### src/rtl/accel_reg_master.sv
// rtl/accel_reg_master.sv - Job-level register master: programs accelerator config, polls STATUS, reports result
module accel_reg_master #(
    parameter int REG_ADDR_WIDTH = 8,
    parameter int DATA_WIDTH     = 32,
    parameter int TIMEOUT_CYCLES = 4096
) (
    input  logic                      clk,
    input  logic                      rst_n,
    input  logic                      cmd_valid,
    output logic                      cmd_ready,
    input  logic [31:0]               cfg_a_addr,
    input  logic [31:0]               cfg_b_addr,
    input  logic [31:0]               cfg_c_addr,
    input  logic [15:0]               cfg_m_dim,
    input  logic [15:0]               cfg_k_dim,
    input  logic [15:0]               cfg_n_dim,
    input  logic [7:0]                cfg_data_type,
    input  logic [15:0]               cfg_stride_a,
    input  logic [15:0]               cfg_stride_b,
    input  logic [15:0]               cfg_stride_c,
    input  logic                      cfg_irq_en,
    input  logic                      abort,
    output logic                      reg_wr_en,
    output logic                      reg_rd_en,
    output logic [REG_ADDR_WIDTH-1:0] reg_addr,
    output logic [DATA_WIDTH-1:0]     reg_wr_data,
    input  logic [DATA_WIDTH-1:0]     reg_rd_data,
    input  logic                      reg_rd_valid,
    output logic                      rsp_valid,
    output logic [1:0]                rsp_code,
    output logic [DATA_WIDTH-1:0]     rsp_status
);
    typedef enum logic [2:0] {
        S_IDLE, S_WRITE, S_POLL_REQ, S_POLL_WAIT, S_ABORT, S_DONE
    } state_t;

    localparam logic [REG_ADDR_WIDTH-1:0] ADDR_CTRL   = REG_ADDR_WIDTH'(8'h00);
    localparam logic [REG_ADDR_WIDTH-1:0] ADDR_STATUS = REG_ADDR_WIDTH'(8'h04);
    localparam logic [REG_ADDR_WIDTH-1:0] ADDR_A      = REG_ADDR_WIDTH'(8'h08);
    localparam logic [15:0]               CNT_LAST    = 16'(TIMEOUT_CYCLES - 1);
    localparam logic [1:0] RSP_OK = 2'b00, RSP_ERR = 2'b01, RSP_TIMEOUT = 2'b10, RSP_ABORT = 2'b11;

    state_t      r_state;
    logic [3:0]  r_idx;
    logic [15:0] r_cnt;
    logic [31:0] r_a, r_b, r_c;
    logic [15:0] r_m, r_k, r_n, r_sa, r_sb, r_sc;
    logic [7:0]  r_dt;
    logic        r_irq;

    logic [3:0]                w_next_idx;
    logic [REG_ADDR_WIDTH-1:0] w_wr_addr;
    logic [DATA_WIDTH-1:0]     w_wr_data;
    logic                      w_timeout;
    logic                      w_abort_hit;

    assign w_next_idx  = r_idx + 4'd1;
    assign w_timeout   = (r_cnt == CNT_LAST);
    assign w_abort_hit = abort && (r_state == S_WRITE || r_state == S_POLL_REQ || r_state == S_POLL_WAIT);

    // Write sequence index 0 (A) is issued straight from the inputs at acceptance.
    always_comb begin
        w_wr_addr = '0;
        w_wr_data = '0;
        case (w_next_idx)
            4'd0:  begin w_wr_addr = ADDR_A;                  w_wr_data = DATA_WIDTH'(r_a);  end
            4'd1:  begin w_wr_addr = REG_ADDR_WIDTH'(8'h0C); w_wr_data = DATA_WIDTH'(r_b);  end
            4'd2:  begin w_wr_addr = REG_ADDR_WIDTH'(8'h10); w_wr_data = DATA_WIDTH'(r_c);  end
            4'd3:  begin w_wr_addr = REG_ADDR_WIDTH'(8'h14); w_wr_data = DATA_WIDTH'(r_m);  end
            4'd4:  begin w_wr_addr = REG_ADDR_WIDTH'(8'h18); w_wr_data = DATA_WIDTH'(r_k);  end
            4'd5:  begin w_wr_addr = REG_ADDR_WIDTH'(8'h1C); w_wr_data = DATA_WIDTH'(r_n);  end
            4'd6:  begin w_wr_addr = REG_ADDR_WIDTH'(8'h20); w_wr_data = DATA_WIDTH'(r_dt); end
            4'd7:  begin w_wr_addr = REG_ADDR_WIDTH'(8'h24); w_wr_data = DATA_WIDTH'(r_sa); end
            4'd8:  begin w_wr_addr = REG_ADDR_WIDTH'(8'h28); w_wr_data = DATA_WIDTH'(r_sb); end
            4'd9:  begin w_wr_addr = REG_ADDR_WIDTH'(8'h2C); w_wr_data = DATA_WIDTH'(r_sc); end
            4'd10: begin w_wr_addr = ADDR_CTRL; w_wr_data = DATA_WIDTH'({r_irq, 1'b0, 1'b1}); end
            default: begin w_wr_addr = '0; w_wr_data = '0; end
        endcase
    end

    always_ff @(posedge clk or negedge rst_n) begin
        if (!rst_n) begin
            r_state <= S_IDLE;
            r_idx   <= '0;
            r_cnt   <= '0;
            r_a <= '0; r_b <= '0; r_c <= '0;
            r_m <= '0; r_k <= '0; r_n <= '0;
            r_sa <= '0; r_sb <= '0; r_sc <= '0;
            r_dt <= '0; r_irq <= 1'b0;
            cmd_ready   <= 1'b1;
            reg_wr_en   <= 1'b0;
            reg_rd_en   <= 1'b0;
            reg_addr    <= '0;
            reg_wr_data <= '0;
            rsp_valid   <= 1'b0;
            rsp_code    <= '0;
            rsp_status  <= '0;
        end else begin
            reg_wr_en <= 1'b0;
            reg_rd_en <= 1'b0;
            rsp_valid <= 1'b0;
            // Abort outranks every same-edge poll decision or timeout.
            if (w_abort_hit) begin
                r_state     <= S_ABORT;
                reg_wr_en   <= 1'b1;
                reg_addr    <= ADDR_CTRL;
                reg_wr_data <= DATA_WIDTH'(2);
            end else begin
                case (r_state)
                    S_IDLE: if (cmd_valid) begin
                        r_a <= cfg_a_addr; r_b <= cfg_b_addr; r_c <= cfg_c_addr;
                        r_m <= cfg_m_dim; r_k <= cfg_k_dim; r_n <= cfg_n_dim;
                        r_sa <= cfg_stride_a; r_sb <= cfg_stride_b; r_sc <= cfg_stride_c;
                        r_dt <= cfg_data_type; r_irq <= cfg_irq_en;
                        r_idx       <= '0;
                        r_state     <= S_WRITE;
                        cmd_ready   <= 1'b0;
                        reg_wr_en   <= 1'b1;
                        reg_addr    <= ADDR_A;
                        reg_wr_data <= DATA_WIDTH'(cfg_a_addr);
                        rsp_code    <= '0;
                        rsp_status  <= '0;
                    end
                    S_WRITE: if (r_idx == 4'd10) begin
                        r_state   <= S_POLL_REQ;
                        r_cnt     <= '0;
                        reg_rd_en <= 1'b1;
                        reg_addr  <= ADDR_STATUS;
                    end else begin
                        r_idx       <= w_next_idx;
                        reg_wr_en   <= 1'b1;
                        reg_addr    <= w_wr_addr;
                        reg_wr_data <= w_wr_data;
                    end
                    S_POLL_REQ: if (w_timeout) begin
                        r_state   <= S_DONE;
                        rsp_valid <= 1'b1;
                        rsp_code  <= RSP_TIMEOUT;
                    end else begin
                        r_cnt   <= r_cnt + 16'd1;
                        r_state <= S_POLL_WAIT;
                    end
                    S_POLL_WAIT: begin
                        if (reg_rd_valid) rsp_status <= reg_rd_data;
                        if (reg_rd_valid && (reg_rd_data[2] || reg_rd_data[1])) begin
                            r_state   <= S_DONE;
                            rsp_valid <= 1'b1;
                            rsp_code  <= reg_rd_data[2] ? RSP_ERR : RSP_OK;
                        end else if (w_timeout) begin
                            r_state   <= S_DONE;
                            rsp_valid <= 1'b1;
                            rsp_code  <= RSP_TIMEOUT;
                        end else begin
                            r_cnt <= r_cnt + 16'd1;
                            if (reg_rd_valid) begin
                                r_state   <= S_POLL_REQ;
                                reg_rd_en <= 1'b1;
                            end
                        end
                    end
                    S_ABORT: begin
                        r_state   <= S_DONE;
                        rsp_valid <= 1'b1;
                        rsp_code  <= RSP_ABORT;
                    end
                    S_DONE: begin
                        r_state   <= S_IDLE;
                        cmd_ready <= 1'b1;
                    end
                    default: r_state <= S_IDLE;
                endcase
            end
        end
    end
endmodule

### config.mk
export PLATFORM = sky130hd
export DESIGN_NAME = accel_reg_master
export DESIGN_NICKNAME = d
export VERILOG_FILES = /design/src/rtl/accel_reg_master.sv
export SDC_FILE = /design/constraint.sdc
export NUM_CORES = 1
export LEC_CHECK = 0
export ABC_AREA = 1
export BUFFER_PORTS_ARGS = -buffer_cell sky130_fd_sc_hd__buf_2
export CAP_MARGIN = 40
export CORE_UTILIZATION = 30
export CTS_BUF_LIST = sky130_fd_sc_hd__clkbuf_8
export DETAILED_ROUTE_END_ITERATION = 6
export RECOVER_POWER = 100
export SYNTH_ARGS = -nofsm -noshare
export SYNTH_HDL_FRONTEND = slang
export SYNTH_SLANG_ARGS = --single-unit
### constraint.sdc
create_clock -name clk -period 6.31 [get_ports clk]
set_clock_uncertainty 0.15 [all_clocks]
set_input_delay 0.631 -clock clk [delete_from_list [all_inputs] [get_ports clk]]
set_output_delay 0.631 -clock clk [all_outputs]
set_load 0.01 [all_outputs]
==> flow_metrics.tcl <==
set metrics [dict create \
    hold_end "r_sb[12]$_DFFE_PN0P_" \
    grtUsageTotal_pct 20.3 \
    drt_iter0_drc 1114 \
    cts_tree "done" \
    yosys_most_used_dff "dfrtp_1" \
    violations "DRC, capacitance limit, slew limit" \
    cp_max_fo 34 \
    period_minus_slack_ps 4810 \
    final_util_pct 37.1 \
    cp.required_ps 6650 \
    port_buffers 311 \
    synthCells 1836 \
    slowest_stage "clkbuf_1" \
    drive_gt1_share_pct 16.2 \
    worstSetupEndpointType "flip-flop" \
    grt_max_degree 193 \
    die_w_um 220 \
    nets 2349 \
    cts_made_buffers 53 \
    design.portCount 316 \
    powerDensity_nw_per_um2 477 \
    seqPwrFrac_pct 39.6 \
    place_congestion 0.870 \
    ir_worst_vdd_mv 0.286 \
    hold_violations 0 \
    highest-signal-layer "met5" \
    async_flop_share_pct 100 \
    crit_cells 11 \
    layout_commonest_cell "nand2_1" \
    seq_area_frac_synth_pct 52.4 \
    hp-start "cfg_stride_b[12]" \
    status "finished, violations left" \
    met3_length_um 3280 \
    fin_tns_setup_ps 0 \
    worst_slew_pin_slew_ps 1950 \
    clock_latency_ps 640 \
    critPathTopFamily "buffers and inverters" \
    wirelength_met1_um 21700 \
    final_cell_mix "nand2_1 (724), dfrtp_1 (297), buf_2 (237), nand3_1 (130)" \
    area_growth_pct 21.5 \
    route.detailed.drc 44 \
    critPathKind "reg2reg" \
    rsz0062_at_grt "no" \
    num_rows 79 \
    cp.buffers_inverters 5 \
    ant_nets 0 \
    critPathMaxStageDelay_ps 1420 \
    comb_power_share_pct 38.2 \
    wl_per_cell_um 17.8 \
    timing.rr.start "r_idx[0]$_DFFE_PN0P_" \
    syn_area_um2 14200 \
    first_global_vias 13000 \
    drv_slew 113 \
    viasPerCell 4.88 \
    vias 13500 \
    worstPathArrival_ps 5150 \
    slew_headroom_pct -29.9 \
    synth_cell_types 40 \
    cts-root-buf "clkbuf_8" \
    grt_pass1_wl_um 75000 \
    p_int_uw 4680 \
    ys_ff_latch 298 \
    r2r_setup_slack_ps 1500 \
    crit_top_cell "inv_1" \
    fin_crit_sh_pct 76.2 \
    fmax_mhz 208 \
    nFillCells 4994 \
    synth_edf_count 0 \
    clkPwrFrac_pct 22.2 \
    overflow 0 \
    clockBufferDepth 3 \
    clock_sinks 298 \
    grt_antenna_before_repair 10 \
    hold_ws_ps 49.2 \
    synth_area_leader_cell "dfrtp_1" \
    path_clk_slew_ps 60 \
    wl_um 48900 \
    cp-start-kind "flip-flop" \
    reg2reg_to "reg_wr_data[0]$_DFFE_PN0P_" \
    ys_warn_count 0 \
    avgSynthCellArea_um2 7.76 \
    wl_met2_um 22400 \
    final_cell_area_um2 17300 \
    switching_power_uw 3570 \
    synth_top_area_share_pct 52.2 \
    drv_cap 3 \
    regArea_um2 7460 \
    initial_utilization_pct 30.5 \
    dr.pass1.iters 7 \
    htree_levels 2 \
    r2r_cells 11 \
    synthTopCellsByArea "dfrtp_1 (52%), nand2_1 (19%), nand4_1 (5.1%), nand3_1 (4.6%), nor2_1 (3.3%)" \
    path_cells "inv_1 > ha_1 > nand3_1 > inv_1 > nor2_1 > nor3_4 > clkbuf_1 > inv_1 > clkbuf_1 > nor2_1 > a21oi_1" \
    min_path_cells 3 \
    dieArea_um2 48300 \
    p_sw_share_pct 43.3 \
    placed_cell_area_um2 16300 \
    power.leakage_uw 0.00884 \
    setup_violations 0 \
    core_um2 46700 \
    hold_class "in2reg" \
    die_h_um 220 \
    hpwlAfterDp_um 34400 \
    multi_input_area_um2 5870 \
]
-- cell type report --
type / instances / area share (%)
multi-input cells: 1308 / 33.9
flip-flops and latches: 298 / 43.1
clock inverters: 29 / 1.03
well taps: 607 / 4.39
repair buffers: 332 / 9.83
clock buffers: 65 / 5.17
inverters: 111 / 2.44
diodes: 6 / 0.0868
-- layer usage --
layer / vias up / GRT usage [%]
met2: 463 / 31.0
met5: - / 0
met4: 6 / 8.32
met1: 6426 / 27.9
li1: 6457 / -
met3: 99 / 3.91
-- flip-flops by register name (all words and copies together), names as in the netlist, 4 cells and up --
signal / flops
r_idx: 4
r_sa: 16
r_m: 16
r_a: 32
reg_wr_data: 32
r_dt: 8
r_n: 16
reg_addr: 4
r_c: 32
r_cnt: 16
rsp_status: 32
r_b: 32
r_sc: 16
r_k: 16
r_sb: 16
-- how the worst max path moves through the flow --
| stage | slack, ps | end | from |
|---|---|---|---|
| after floorplan | 4170 | reg_wr_data[12]$_DFFE_PN0P_ | r_idx[0]$_DFFE_PN0P_ |
| after global placement | 2540 | reg_wr_data[13]$_DFFE_PN0P_ | r_idx[2]$_DFFE_PN0P_ |
| after detailed placement | 2530 | reg_wr_data[26]$_DFFE_PN0P_ | r_idx[0]$_DFFE_PN0P_ |
| after CTS | 2510 | reg_wr_data[26]$_DFFE_PN0P_ | r_idx[0]$_DFFE_PN0P_ |
| after global routing | 1260 | reg_wr_data[6]$_DFFE_PN0P_ | r_idx[0]$_DFFE_PN0P_ |
| final | 1500 | reg_wr_data[0]$_DFFE_PN0P_ | r_idx[0]$_DFFE_PN0P_ |
-- synth_stat cells, types with 4 or more instances --
cell type	count
nor3_1	4
nand4_1	117
o21ai_0	84
clkbuf_1	57
buf_4	8
nand2_1	725
inv_2	4
a21oi_1	69
buf_2	54
o211ai_1	4
ha_1	7
nor2_1	124
o21ai_1	4
dfrtp_1	297
inv_1	105
xor2_1	8
nand3_1	130
-- worst reg2reg max path, stage by stage, from the launching register on --
cell,delay [ps]
dfrtp_1,470
inv_1,150
ha_1,150
nand3_1,150
inv_1,140
nor2_1,140
nor3_4,180
clkbuf_1,1420
inv_1,970
clkbuf_1,510
nor2_1,190
a21oi_1,60
-- power by group through the flow --
stage / Clock [uW] / Sequential (uW) / Combinational [uW]
finish: 1830 / 3270 / 3150
global route: 1970 / 3350 / 3560
CTS: 1890 / 3250 / 3240
detailed placement: 0 / 3270 / 3230
global placement: 0 / 3260 / 3100
floorplan: 0 / 3170 / 2080
-- logic make-up after synthesis --
group / after synthesis / share of synthesized area, %
fa+ha+maj: 7 / 0.615
buf+inv: 233 / 6.83
flops: 298 / 52.4
simple gates: 1113 / 33.0
xor+xnor: 10 / 0.721
other cells: 1 / 0.0263
compound gates: 174 / 6.41
-- timing repair --
action                                 4_1_cts  5_1_grt
gates resized for setup                      0        0
buffers inserted                             0        0
hold buffers                                 2        0
endpoints found under the hold margin       89        0
-- through the flow --
step / std cells / worst slack, ps / total power, uW
3_3_place_gp: 2648 / 2540 / 6360
3_5_place_dp: 2654 / 2530 / 6500
6_report: 2756 / 1500 / 8250
5_1_grt: 2755 / 1260 / 8870
4_1_cts: 2750 / 2510 / 8380
2_1_floorplan: 1839 / 4170 / 5250
No activity file was read; power rests on OpenSTA's default activity.
